===== src/rtl/gam_learn_recall_ctrl.sv =====
// Learn/recall sequencer for the memory layer: streams training vectors with a
// fixed settle window, then serves recall queries one at a time.
module gam_learn_recall_ctrl #(
  parameter int NODE_W       = 128,
  parameter int CLASS_W      = 8,
  parameter int HOLD_CYCLES  = 10,
  parameter int MAX_PATTERNS = 16,
  parameter int CNT_W        = 5
) (
  input  logic               clk,
  input  logic               reset,
  input  logic               learn_start,
  input  logic               pat_valid,
  output logic               pat_ready,
  input  logic [NODE_W-1:0]  pat_data,
  input  logic [CLASS_W-1:0] pat_class,
  input  logic               pat_last,
  input  logic               recall_req,
  output logic               recall_ready,
  input  logic [NODE_W-1:0]  recall_data,
  input  logic [31:0]        recall_tk,
  output logic               recall_ack,
  output logic [NODE_W-1:0]  ml_x,
  output logic [31:0]        ml_c,
  output logic               ml_reset,
  output logic               ml_learning_done,
  output logic               ml_recall,
  output logic [31:0]        rc_tk,
  output logic               busy,
  output logic               learn_done,
  output logic [CNT_W-1:0]   pattern_count,
  output logic               err_overflow
);

  localparam int HC_W = (HOLD_CYCLES > 1) ? $clog2(HOLD_CYCLES) : 1;
  localparam logic [HC_W-1:0]  HOLD_LAST = HC_W'(HOLD_CYCLES - 1);
  localparam logic [CNT_W-1:0] CNT_MAX   = CNT_W'(MAX_PATTERNS);

  localparam logic [2:0] S_IDLE   = 3'd0;
  localparam logic [2:0] S_MLRST  = 3'd1;
  localparam logic [2:0] S_LOAD   = 3'd2;
  localparam logic [2:0] S_HOLD   = 3'd3;
  localparam logic [2:0] S_FINISH = 3'd4;
  localparam logic [2:0] S_RIDLE  = 3'd5;
  localparam logic [2:0] S_RHOLD  = 3'd6;

  logic [2:0]         state_q, state_d;
  logic [HC_W-1:0]    hcnt_q, hcnt_d;
  logic               last_q, last_d;
  logic [NODE_W-1:0]  ml_x_q, ml_x_d;
  logic [31:0]        ml_c_q, ml_c_d;
  logic [31:0]        rc_tk_q, rc_tk_d;
  logic [CNT_W-1:0]   cnt_q, cnt_d;
  logic               err_q, err_d;
  logic               ack_q, ack_d;
  logic               pat_ready_q, pat_ready_d;
  logic               recall_ready_q, recall_ready_d;
  logic               busy_q, busy_d;
  logic               learn_done_q, learn_done_d;
  logic               ml_reset_q, ml_reset_d;
  logic               ml_ld_q, ml_ld_d;
  logic               ml_recall_q, ml_recall_d;

  always_comb begin
    state_d = state_q;
    hcnt_d  = hcnt_q;
    last_d  = last_q;
    ml_x_d  = ml_x_q;
    ml_c_d  = ml_c_q;
    rc_tk_d = rc_tk_q;
    cnt_d   = cnt_q;
    err_d   = err_q;
    case (state_q)
      S_IDLE: if (learn_start) begin
        state_d = S_MLRST;
        cnt_d   = '0;
        err_d   = 1'b0;
      end
      S_MLRST: state_d = S_LOAD;
      S_LOAD: if (pat_valid && pat_ready_q) begin
        ml_x_d  = pat_data;
        ml_c_d  = 32'(pat_class);
        cnt_d   = (cnt_q == CNT_MAX) ? cnt_q : cnt_q + CNT_W'(1);
        last_d  = pat_last;
        hcnt_d  = HOLD_LAST;
        state_d = S_HOLD;
      end
      S_HOLD: begin
        if (hcnt_q != '0) begin
          hcnt_d = hcnt_q - HC_W'(1);
        end else if (last_q) begin
          state_d = S_FINISH;
        end else if (cnt_q == CNT_MAX) begin
          err_d   = 1'b1;
          state_d = S_FINISH;
        end else begin
          state_d = S_LOAD;
        end
      end
      S_FINISH: state_d = S_RIDLE;
      S_RIDLE: begin
        // a retrain request wins over a query arriving in the same cycle
        if (learn_start) begin
          state_d = S_MLRST;
          cnt_d   = '0;
          err_d   = 1'b0;
        end else if (recall_req && recall_ready_q) begin
          ml_x_d  = recall_data;
          rc_tk_d = recall_tk;
          hcnt_d  = HOLD_LAST;
          state_d = S_RHOLD;
        end
      end
      S_RHOLD: begin
        if (hcnt_q != '0) hcnt_d = hcnt_q - HC_W'(1);
        else              state_d = S_RIDLE;
      end
      default: state_d = S_IDLE;
    endcase

    // outputs are decoded from the next state so they line up with it
    ack_d          = (state_d == S_RHOLD) && (hcnt_d == '0);
    pat_ready_d    = (state_d == S_LOAD);
    recall_ready_d = (state_d == S_RIDLE);
    busy_d         = (state_d != S_IDLE) && (state_d != S_RIDLE);
    learn_done_d   = (state_d == S_RIDLE);
    ml_reset_d     = (state_d == S_IDLE) || (state_d == S_MLRST);
    ml_ld_d        = (state_d != S_LOAD) && (state_d != S_HOLD);
    ml_recall_d    = (state_d == S_RIDLE) || (state_d == S_RHOLD);
  end

  always_ff @(posedge clk or negedge reset) begin
    if (!reset) begin
      state_q        <= S_IDLE;
      hcnt_q         <= '0;
      last_q         <= 1'b0;
      ml_x_q         <= '0;
      ml_c_q         <= '0;
      rc_tk_q        <= '0;
      cnt_q          <= '0;
      err_q          <= 1'b0;
      ack_q          <= 1'b0;
      pat_ready_q    <= 1'b0;
      recall_ready_q <= 1'b0;
      busy_q         <= 1'b0;
      learn_done_q   <= 1'b0;
      ml_reset_q     <= 1'b1;
      ml_ld_q        <= 1'b1;
      ml_recall_q    <= 1'b0;
    end else begin
      state_q        <= state_d;
      hcnt_q         <= hcnt_d;
      last_q         <= last_d;
      ml_x_q         <= ml_x_d;
      ml_c_q         <= ml_c_d;
      rc_tk_q        <= rc_tk_d;
      cnt_q          <= cnt_d;
      err_q          <= err_d;
      ack_q          <= ack_d;
      pat_ready_q    <= pat_ready_d;
      recall_ready_q <= recall_ready_d;
      busy_q         <= busy_d;
      learn_done_q   <= learn_done_d;
      ml_reset_q     <= ml_reset_d;
      ml_ld_q        <= ml_ld_d;
      ml_recall_q    <= ml_recall_d;
    end
  end

  assign pat_ready        = pat_ready_q;
  assign recall_ready     = recall_ready_q;
  assign recall_ack       = ack_q;
  assign ml_x             = ml_x_q;
  assign ml_c             = ml_c_q;
  assign rc_tk            = rc_tk_q;
  assign ml_reset         = ml_reset_q;
  assign ml_learning_done = ml_ld_q;
  assign ml_recall        = ml_recall_q;
  assign busy             = busy_q;
  assign learn_done       = learn_done_q;
  assign pattern_count    = cnt_q;
  assign err_overflow     = err_q;

endmodule


===== config.mk =====
export PLATFORM = sky130hd
export DESIGN_NAME = gam_learn_recall_ctrl
export DESIGN_NICKNAME = d
export VERILOG_FILES = /design/src/rtl/gam_learn_recall_ctrl.sv
export SDC_FILE = /design/constraint.sdc
export NUM_CORES = 1
export LEC_CHECK = 0
export CORE_AREA = 2 2 199 201
export CTS_CLUSTER_SIZE = 10
export DETAILED_ROUTE_END_ITERATION = 7
export DIE_AREA = 0 0 201 203
export HOLD_SLACK_MARGIN = 0.1
export PLACE_DENSITY_LB_ADDON = 0.05
export REMOVE_ABC_BUFFERS = 1
export SLEW_MARGIN = 20
export SYNTH_ARGS = -nofsm -noshare
export SYNTH_HDL_FRONTEND = slang
export SYNTH_SLANG_ARGS = --single-unit

===== constraint.sdc =====
create_clock -name clk -period 2.3 [get_ports clk]
set_input_delay 0.46 -clock clk [delete_from_list [all_inputs] [get_ports clk]]
set_output_delay 0.46 -clock clk [all_outputs]
set_load 0.02 [all_outputs]

==> reports/metrics.cfg <==
[status]
status=finished clean

[place]
port-buffer-count=483
place_hpwl_microns=26200
pre_cts_ws_ns=0.0737
place_congestion=0.759
dp.cells=1898

[clock_network]
cts_buffer_depth=2
h-tree-depth=4
cts.sinks=189
cts_buffers=17
postCtsHoldBufs=1
ctsResizeCount=0
cts.clk_slew.worst_paths_ns=0.07
worst_skew_pair.late_latency_ns=0.45
cts_tree=yes
cts-root-buf=clkbuf_16
postCtsSetupBuffers=0

[die]
num_rows=72
start_util_pct=22.2
core_area_sq_um=38500
die_h_microns=203
fp.dieArea_sq_um=40800
fp.dieW_microns=201
num_io_pins=508

[synthesis]
synth_area_per_cell_sq_um=9.23
synth-edff-count=0
ys_warn_count=0
yosys_register_bits=189
syn_inst=926
synthesis.area_sq_um=8550
synth_cell_types=45
synth_flop_cell=dfrtp_1
ys_seq_area_share_pct=55.4
ys_async_sr_fraction_pct=100

[timing]
tightest_slew_ns=0.562
final_hold_viol_count=0
setup_viol=0
fin_crit_sh_pct=89.2
slew_headroom_pct=62.5
rsz0062_at_grt=no
final.setup.worst_slack_ns=0.248
period_needed_ns=2.05
fmax_mhz=487
finClkSkew_ns=0.00865
drv_slew=0

[setup_path]
rrSetupSlack_ns=0.31
cp-startpoint=ml_reset
critPathCaptureType=output port
crit_family=buffers and inverters
crit_fanout=1
r2r-start=pattern_count[0]
reg2regPathDepth=8
crit_chain=clkdlybuf4s50_1
worstSetupStartpointType=flip-flop
worstSetupPathType=flip-flop to output port
timing.rr.end=ml_learning_done
worstPathRequired_ns=1.84
worst-path-buf-inv=1
cp.arrival_ns=1.59
max_stage_delay_ns=0.61
slowest_stage=clkdlybuf4s50_1

[hold_path]
worstHoldStart=err_overflow
min_to=err_overflow
worstHoldPathCells=2
hold_class=flip-flop to flip-flop

[pwr]
p_int_uw=10800
clkPwrFrac_pct=19.9
leakage_uw=0.00618
powerDensity_nw_per_um2=1160
max-vdd-ir-drop_mv=0.534
pwr-share-comb_pct=48.2
seq_power_share_pct=31.9
p_sw_share_pct=37.3
p_sw_uw=6430

[global_route]
antenna_found_initial=5
grt.overflow.total=0
grt_pass1_wl_microns=51300
grt_pass1_vias=8295
grt_max_degree=65
track_usage_pct=16.7

[drt]
vias=8124
ant_nets=0
viasPerCell=4.20
wl_per_cell_microns=17.7
drc_errors=0
drt_iter0_markers=244
drt_pre_antenna_iters=5
drt-total-wl_microns=34200

[cells_and_area]
final_cell_mix=482 x clkdlybuf4s50_1, 266 x nand2_1, 187 x dfrtp_1
stdcell_count=1934
fin_nets=1705
drive_gt1_share_pct=9.06
layout_commonest_cell=clkdlybuf4s50_1
syn2layout_area_growth_pct=74.3

[run]
max-cap-violations=0

cells in the mapped netlist, types with 2 or more instances:
| master | instances | area [sq um] |
|---|---|---|
| xnor2_1 | 4 | 35.0 |
| o22ai_1 | 2 | 12.5 |
| nor4_2 | 2 | 25.0 |
| a31oi_1 | 128 | 801 |
| nand3_2 | 2 | 20.0 |
| buf_1 | 4 | 15.0 |
| dfrtp_1 | 187 | 4680 |
| and2_1 | 3 | 18.8 |
| nor3_1 | 6 | 30.0 |
| dfstp_2 | 2 | 52.6 |
| a22o_1 | 3 | 26.3 |
| nand2b_1 | 5 | 31.3 |
| buf_2 | 38 | 190 |
| nand2_1 | 266 | 998 |
| buf_4 | 25 | 188 |
| nor2_1 | 134 | 503 |
| mux2_2 | 42 | 473 |
| inv_1 | 9 | 33.8 |
| clkbuf_1 | 23 | 86.3 |
| o21ai_0 | 6 | 30.0 |
| nand3_1 | 5 | 25.0 |
| a21oi_1 | 4 | 20.0 |
| ha_1 | 3 | 37.5 |
| xor2_1 | 2 | 17.5 |
metrics by stage:
stage	area, sq um	hold slack [ns]	power [uW]	util [%]	TNS [ns]
after detailed placement	14200	0.490	14000	36.9	0
final	14900	0.496	17300	38.7	0
after global placement	14200	0.486	14000	36.9	0
after CTS	14900	0.506	17600	38.7	0
after global routing	14900	0.517	18400	38.7	0
after floorplan	8140	0.164	9390	-	-568.88
kinds of logic after synthesis:
kind of cell               synth area share, %
and+or+nand+nor                           20.5
xor gates and xnor gates                 0.615
buffers and inverters                     6.13
adders and majority gates                0.439
AOI/OAI and AO/OA                         11.4
DFF                                       55.4
other                                   0.0439
muxes                                     5.53
sequential cells by signal, summed over array words and instances (netlist names), 3 cells and up:
name and cells:
ml_x 128, rc_tk 32, ml_c 8, pattern_count 5
hcnt_q 4, state_q 3
worst max path at each step:
stage | end | slack, ns | cells after the start
detailed placement | ml_x[58] | 0.07 | 8
global placement | ml_x[65] | 0.11 | 8
floorplan | recall_ack | -4.46 | 5
global route | recall_ack | 0.17 | 7
CTS | ml_learning_done | 0.20 | 1
finish | ml_reset | 0.25 | 1
final cells by class:
type	count	area, sq um
Antenna cell	3	7.51
Clock inverter	9	180
Sequential cell	189	4730
Inverter	9	33.8
Timing Repair Buffer	523	5390
Clock buffer	23	498
Tap cell	518	648
Fill cell	3949	23600
Multi-Input combinational cell	660	3410
power groups by stage:
| stage | Clock [uW] | Combinational, uW | Sequential [uW] |
|---|---|---|---|
| after floorplan | 0 | 2320 | 7070 |
| after global placement | 0 | 8470 | 5520 |
| after detailed placement | 0 | 8450 | 5550 |
| after CTS | 3580 | 8470 | 5510 |
| after global routing | 3690 | 8990 | 5700 |
| final | 3440 | 8330 | 5500 |
routing by layer:
metal	vias to the layer above	track usage (%)	wire length (microns)	part of all wire, %
li1	4006	-	-	-
met1	3778	18.6	13400	39
met2	301	28.6	17000	50
met3	33	7.24	3310	9.7
met4	6	5.58	568	1.7
met5	-	0	46	0.13
Power figures use the tool's default switching activity.
